--- src/rtl/pattern_transmitter.sv ---
// Serialises a 16-bit word (built-in PATTERN or caller word) MSB-first with a valid strobe,
// then presents the word on a registered parallel bus for one cycle. Option: PATGEN_PARITY_EN.
module pattern_transmitter #(
  parameter int               WIDTH   = 16,
  parameter logic [WIDTH-1:0] PATTERN = 16'hA5C3
) (
  input  logic             i_clk,
  input  logic             i_rst,
  input  logic             i_start,
  input  logic             i_use_default,
  input  logic [WIDTH-1:0] i_pattern_in,
  output logic             o_tx_bit,
  output logic             o_tx_valid,
  output logic             o_busy,
  output logic             o_done,
  output logic [WIDTH-1:0] o_word_out,
  output logic             o_word_valid
);

  localparam int CW = $clog2(WIDTH) + 1;

`ifdef PATGEN_PARITY_EN
  typedef enum logic [1:0] {
    ST_IDLE   = 2'd0,
    ST_SHIFT  = 2'd1,
    ST_PARITY = 2'd2,
    ST_DONE   = 2'd3
  } state_t;

  function automatic logic even_parity(input logic [WIDTH-1:0] d);
    return ^d;
  endfunction
`else
  typedef enum logic [1:0] {
    ST_IDLE  = 2'd0,
    ST_SHIFT = 2'd1,
    ST_DONE  = 2'd3
  } state_t;
`endif

  state_t           r_state, w_state_nxt;
  logic [WIDTH-1:0] r_shift, w_shift_nxt;
  logic [WIDTH-1:0] r_hold, w_hold_nxt;
  logic [CW-1:0]    r_cnt, w_cnt_nxt;
  logic             r_tx_bit, w_tx_bit_nxt;
  logic             r_tx_valid, w_tx_valid_nxt;
  logic             r_busy, w_busy_nxt;
  logic             r_done, w_done_nxt;
  logic [WIDTH-1:0] r_word_out, w_word_out_nxt;
  logic             r_word_valid, w_word_valid_nxt;
  logic [WIDTH-1:0] w_word;

  assign w_word = i_use_default ? PATTERN : i_pattern_in;

  // Next-state and next-output logic; every output is computed one cycle ahead and registered.
  always_comb begin
    w_state_nxt      = r_state;
    w_shift_nxt      = r_shift;
    w_hold_nxt       = r_hold;
    w_cnt_nxt        = r_cnt;
    w_tx_bit_nxt     = 1'b0;
    w_tx_valid_nxt   = 1'b0;
    w_busy_nxt       = 1'b0;
    w_done_nxt       = 1'b0;
    w_word_out_nxt   = r_word_out;
    w_word_valid_nxt = 1'b0;
    case (r_state)
      ST_IDLE: begin
        if (i_start) begin
          w_state_nxt    = ST_SHIFT;
          w_hold_nxt     = w_word;
          w_shift_nxt    = {w_word[WIDTH-2:0], 1'b0};
          w_cnt_nxt      = {CW{1'b0}};
          w_tx_bit_nxt   = w_word[WIDTH-1];
          w_tx_valid_nxt = 1'b1;
          w_busy_nxt     = 1'b1;
        end else begin
          w_state_nxt = ST_IDLE;
        end
      end
      ST_SHIFT: begin
        w_busy_nxt = 1'b1;
        // r_cnt indexes the bit currently on the line; the last data bit ends the shift phase
        if (r_cnt == CW'(WIDTH - 1)) begin
`ifdef PATGEN_PARITY_EN
          w_state_nxt    = ST_PARITY;
          w_tx_bit_nxt   = even_parity(r_hold);
          w_tx_valid_nxt = 1'b1;
`else
          w_state_nxt      = ST_DONE;
          w_done_nxt       = 1'b1;
          w_word_valid_nxt = 1'b1;
          w_word_out_nxt   = r_hold;
`endif
        end else begin
          w_tx_bit_nxt   = r_shift[WIDTH-1];
          w_tx_valid_nxt = 1'b1;
          w_shift_nxt    = {r_shift[WIDTH-2:0], 1'b0};
          w_cnt_nxt      = r_cnt + CW'(1);
        end
      end
`ifdef PATGEN_PARITY_EN
      ST_PARITY: begin
        w_state_nxt      = ST_DONE;
        w_busy_nxt       = 1'b1;
        w_done_nxt       = 1'b1;
        w_word_valid_nxt = 1'b1;
        w_word_out_nxt   = r_hold;
      end
`endif
      ST_DONE: begin
        w_state_nxt = ST_IDLE;
      end
      default: begin
        w_state_nxt = ST_IDLE;
      end
    endcase
  end

  // State, datapath and output registers with asynchronous reset.
  always_ff @(posedge i_clk or posedge i_rst) begin
    if (i_rst) begin
      r_state      <= ST_IDLE;
      r_shift      <= {WIDTH{1'b0}};
      r_hold       <= {WIDTH{1'b0}};
      r_cnt        <= {CW{1'b0}};
      r_tx_bit     <= 1'b0;
      r_tx_valid   <= 1'b0;
      r_busy       <= 1'b0;
      r_done       <= 1'b0;
      r_word_out   <= {WIDTH{1'b0}};
      r_word_valid <= 1'b0;
    end else begin
      r_state      <= w_state_nxt;
      r_shift      <= w_shift_nxt;
      r_hold       <= w_hold_nxt;
      r_cnt        <= w_cnt_nxt;
      r_tx_bit     <= w_tx_bit_nxt;
      r_tx_valid   <= w_tx_valid_nxt;
      r_busy       <= w_busy_nxt;
      r_done       <= w_done_nxt;
      r_word_out   <= w_word_out_nxt;
      r_word_valid <= w_word_valid_nxt;
    end
  end

  assign o_tx_bit     = r_tx_bit;
  assign o_tx_valid   = r_tx_valid;
  assign o_busy       = r_busy;
  assign o_done       = r_done;
  assign o_word_out   = r_word_out;
  assign o_word_valid = r_word_valid;

endmodule

--- config.mk ---
export PLATFORM = sky130hd
export DESIGN_NAME = pattern_transmitter
export DESIGN_NICKNAME = d
export VERILOG_FILES = /design/src/rtl/pattern_transmitter.sv
export SDC_FILE = /design/constraint.sdc
export NUM_CORES = 1
export LEC_CHECK = 0
export BUFFER_PORTS_ARGS = -buffer_cell sky130_fd_sc_hd__buf_4
export CAP_MARGIN = 20
export CORE_MARGIN = 2
export CORE_UTILIZATION = 24
export DETAILED_ROUTE_END_ITERATION = 7
export PLACE_DENSITY_LB_ADDON = 0.25
export SLEW_MARGIN = 25
export SYNTH_ARGS = -nofsm -noshare
export SYNTH_HDL_FRONTEND = slang
export SYNTH_SLANG_ARGS = --single-unit
--- constraint.sdc ---
create_clock -name i_clk -period 4.9 [get_ports i_clk]
set_input_delay 0.49 -clock i_clk [delete_from_list [all_inputs] [get_ports i_clk]]
set_output_delay 0.49 -clock i_clk [all_outputs]
set_load 0.02 [all_outputs]
==> results.sh <==
export IMPL_status="finished clean"
export IMPL_cpPeakStageDelay_ns=0.55
export IMPL_power_leakage_nw=1.44
export IMPL_crit_fanout=12
export IMPL_fp_dieH_um=105
export IMPL_synthesis_area_um2=2450
export IMPL_met1_usage_pct=13.7
export IMPL_critPathLaunch="r_cnt[0]"
export IMPL_grt_met2_usage_pct=16.0
export IMPL_utilization_pct=30.8
export IMPL_port_buffers=40
export IMPL_reg2reg_setup_slack_ns=2.79
export IMPL_slowest_stage="or3b_1"
export IMPL_cts_sinks=58
export IMPL_die_area_um2=11000
export IMPL_maxSlewViolCount=0
export IMPL_crit_type="reg -> reg"
export IMPL_seq_area_frac_synth_pct=59.2
export IMPL_ant_nets=0
export IMPL_cts_resized=0
export IMPL_wl_per_cell_um=13.1
export IMPL_synth_edf_count=0
export IMPL_synth_top_family_by_area="simple AND/OR/NAND/NOR gates"
export IMPL_drt_iter0_markers=75
export IMPL_start_util_pct=24.9
export IMPL_cts_root_buf="clkbuf_8"
export IMPL_synth_cell_types=30
export IMPL_grt_pass1_wl_um=8990
export IMPL_yosysWarnings=0
export IMPL_cts_tree="done"
export IMPL_cts_buffers=9
export IMPL_r2r_start="r_cnt[0]"
export IMPL_antennaDiodeCount=0
export IMPL_dpl_hpwl_um=3560
export IMPL_grt_overflow_total=0
export IMPL_fin_tns_setup_ns=0
export IMPL_cp_arrival_ns=2.38
export IMPL_grt_usage_pct=10.5
export IMPL_boundaryPins=41
export IMPL_hold_path_class="in -> async"
export IMPL_relSlewSlack_pct=51.3
export IMPL_gp_congestion=0.727
export IMPL_synth_flop_cell="dfrtp_1"
export IMPL_drt_pass1_iter_count=4
export IMPL_synth_cells=226
export IMPL_clk_pin_slew_ns=0.07
export IMPL_vias_per_cell=4.27
export IMPL_critPathRequiredTime_ns=5.16
export IMPL_setup_violations=0
export IMPL_cts_buffer_depth=2
export IMPL_start_kind="flop"
export IMPL_drt_total_wl_um=5300
export IMPL_layout_drive_gt1_share_pct=29.2
export IMPL_post_place_ws_ns=2.69
export IMPL_area_growth_pct=24.0
export IMPL_met3_usage_pct=3.99
export IMPL_layout_setup_ws_ns=2.79
export IMPL_period_needed_ns=2.11
export IMPL_synth_simple_gate_area_share_pct=18.7
export IMPL_die_x_um=105
export IMPL_end_kind="flop"
export IMPL_min_period_over_period_pct=43.2
export IMPL_max_cap_violations=0
export IMPL_skew_ns=0.00985
export IMPL_rr_worst_depth=6
export IMPL_hold_buffers=0
export IMPL_final_cells=404
export IMPL_synth_fa_ha_area_share_pct=1.02
export IMPL_r2r_end="r_cnt[2]"
export IMPL_path_common_cell="ha_1"
export IMPL_synth_compound_area_share_pct=9.03
export IMPL_busiest_layer="met2"
export IMPL_antenna_found_initial=0
export IMPL_grt_max_degree=59
export IMPL_dp_cells=389
export IMPL_post_cts_buffers=0
export IMPL_ys_seq_elements=58
export IMPL_grt_pass1_vias=1766
export IMPL_clk_latency_ns=0.33
export IMPL_drc_errors=0
export IMPL_powerDensity_nw_per_um2=580
export IMPL_vias=1726
export IMPL_synth_area_mux_share_pct=7.75
export IMPL_synthArstFlopShare_pct=100
export IMPL_num_rows=36
export IMPL_finalHoldViolations=0
export IMPL_fillers=1015
export IMPL_crit_chain="ha_1, and3_1, ha_1, or3b_1, or3_1, a21oi_1"
export IMPL_rsz0062_at_grt="no"
export IMPL_synth_xor_xnor_area_share_pct=0
export IMPL_worstMarginPinSlew_ns=0.730
export IMPL_finalPower_mw=1.77
export IMPL_vdd_drop_max_mv=0.169
export IMPL_max_freq_mhz=473
export IMPL_syn_nets=248
export IMPL_layout_nets=289
export IMPL_coreArea_um2=9860
export IMPL_htreeDepth=3
export IMPL_synth_area_per_cell_um2=10.9
-- cells in the final DEF (no fill, tap or decap), drive strengths merged --
| cell | Yosys | final |
|---|---|---|
| nor3 | 14 | 14 |
| nor3b | 2 | 2 |
| nand3 | 8 | 8 |
| inv | 6 | 6 |
| nor2 | 14 | 14 |
| nand4 | 1 | 1 |
| or3 | 1 | 1 |
| a21o | 4 | 4 |
| buf | 10 | 44 |
| or3b | 2 | 2 |
| nand2b | 17 | 17 |
| mux2i | 1 | 1 |
| a21oi | 1 | 1 |
| o22ai | 1 | 1 |
| nor2b | 1 | 1 |
| dfrtp | 58 | 58 |
| ha | 2 | 2 |
| nand2 | 31 | 31 |
| clkinv | 0 | 1 |
| o21ai | 17 | 17 |
| clkinvlp | 0 | 1 |
| and3 | 1 | 1 |
| mux2 | 16 | 16 |
| o31ai | 6 | 6 |
| clkbuf | 4 | 13 |
| a31oi | 8 | 8 |
-- critical path, delay by kind of cell (launching register included) --
kind / cells / cell delay, ns
adder cells (fa/ha/maj): 2 / 0.45
AND/OR/NAND/NOR: 3 / 1.07
AO/OA/AOI/OAI: 1 / 0.14
flip-flops: 1 / 0.41
-- registers in the layout, indices dropped and copies added, names as in the netlist --
name and cells:
r_state 2, o_busy 1, r_shift 15, r_cnt 5, o_word_out 16, o_tx_valid 1
o_word_valid 1, r_hold 16, o_tx_bit 1
-- worst max path at each step --
stage            endpoint  cells past startpoint  slack [ns]
5_1_grt          r_cnt[2]                      6        2.64
6_report         r_cnt[2]                      6        2.79
3_3_place_gp     r_cnt[4]                      5        2.74
4_1_cts        r_shift[4]                      4        2.74
3_5_place_dp   r_shift[4]                      5        2.69
2_1_floorplan      o_busy                      1        2.98
-- stage by stage --
| stage | hold WS [ns] | instance area [um2] |
|---|---|---|
| floorplan | 0.438 | 2450 |
| global placement | 0.460 | 2870 |
| detailed placement | 0.460 | 2870 |
| CTS | 0.383 | 3040 |
| global route | 0.396 | 3040 |
| finish | 0.361 | 3040 |
-- cells by family after synthesis --
family	Yosys count
buffers and inverters	20
and+or+nand+nor	92
muxes	17
AOI/OAI and AO/OA	37
adders and majority gates	2
DFF	58
-- synth_stat cells, drive strengths merged, types with 2 or more instances --
master | n | share of area, %
nand3 | 8 | 1.6
nand2 | 31 | 5.0
or3b | 2 | 0.71
a31oi | 8 | 2.0
ha | 2 | 1.0
mux2 | 16 | 7.3
inv | 6 | 0.92
buf | 10 | 2.9
nor2 | 14 | 2.2
nand2b | 17 | 4.3
o21ai | 17 | 3.5
nor3b | 2 | 0.82
clkbuf | 4 | 0.61
nor3 | 14 | 2.9
a21o | 4 | 1.2
dfrtp | 58 | 59
o31ai | 6 | 1.8
-- power breakdown --
group	internal [mW]	total (mW)	leakage (nW)	switching, mW
clock network	0.208	0.391	0.0855	0.183
registers	0.674	0.776	0.727	0.102
logic	0.269	0.600	0.632	0.331
-- area by class of cell --
| cell class | count | area (um2) | area share [%] |
|---|---|---|---|
| sequential | 58 | 1450 | 47.7 |
| multi-input combinational | 148 | 901 | 29.6 |
| timing repair buffer | 44 | 330 | 10.9 |
| tap | 133 | 166 | 5.47 |
| clock buffer | 13 | 159 | 5.22 |
| inverter | 6 | 22.5 | 0.740 |
| clock inverter | 2 | 12.5 | 0.411 |
-- per-layer routing --
layer	share of wire, %	vias to the layer above	wire length [um]
met5	0	-	0
met2	46	34	2460
li1	-	850	-
met4	1.6	0	87
met1	48	832	2520
met3	4.5	10	237
Power figures use the tool's default switching activity.
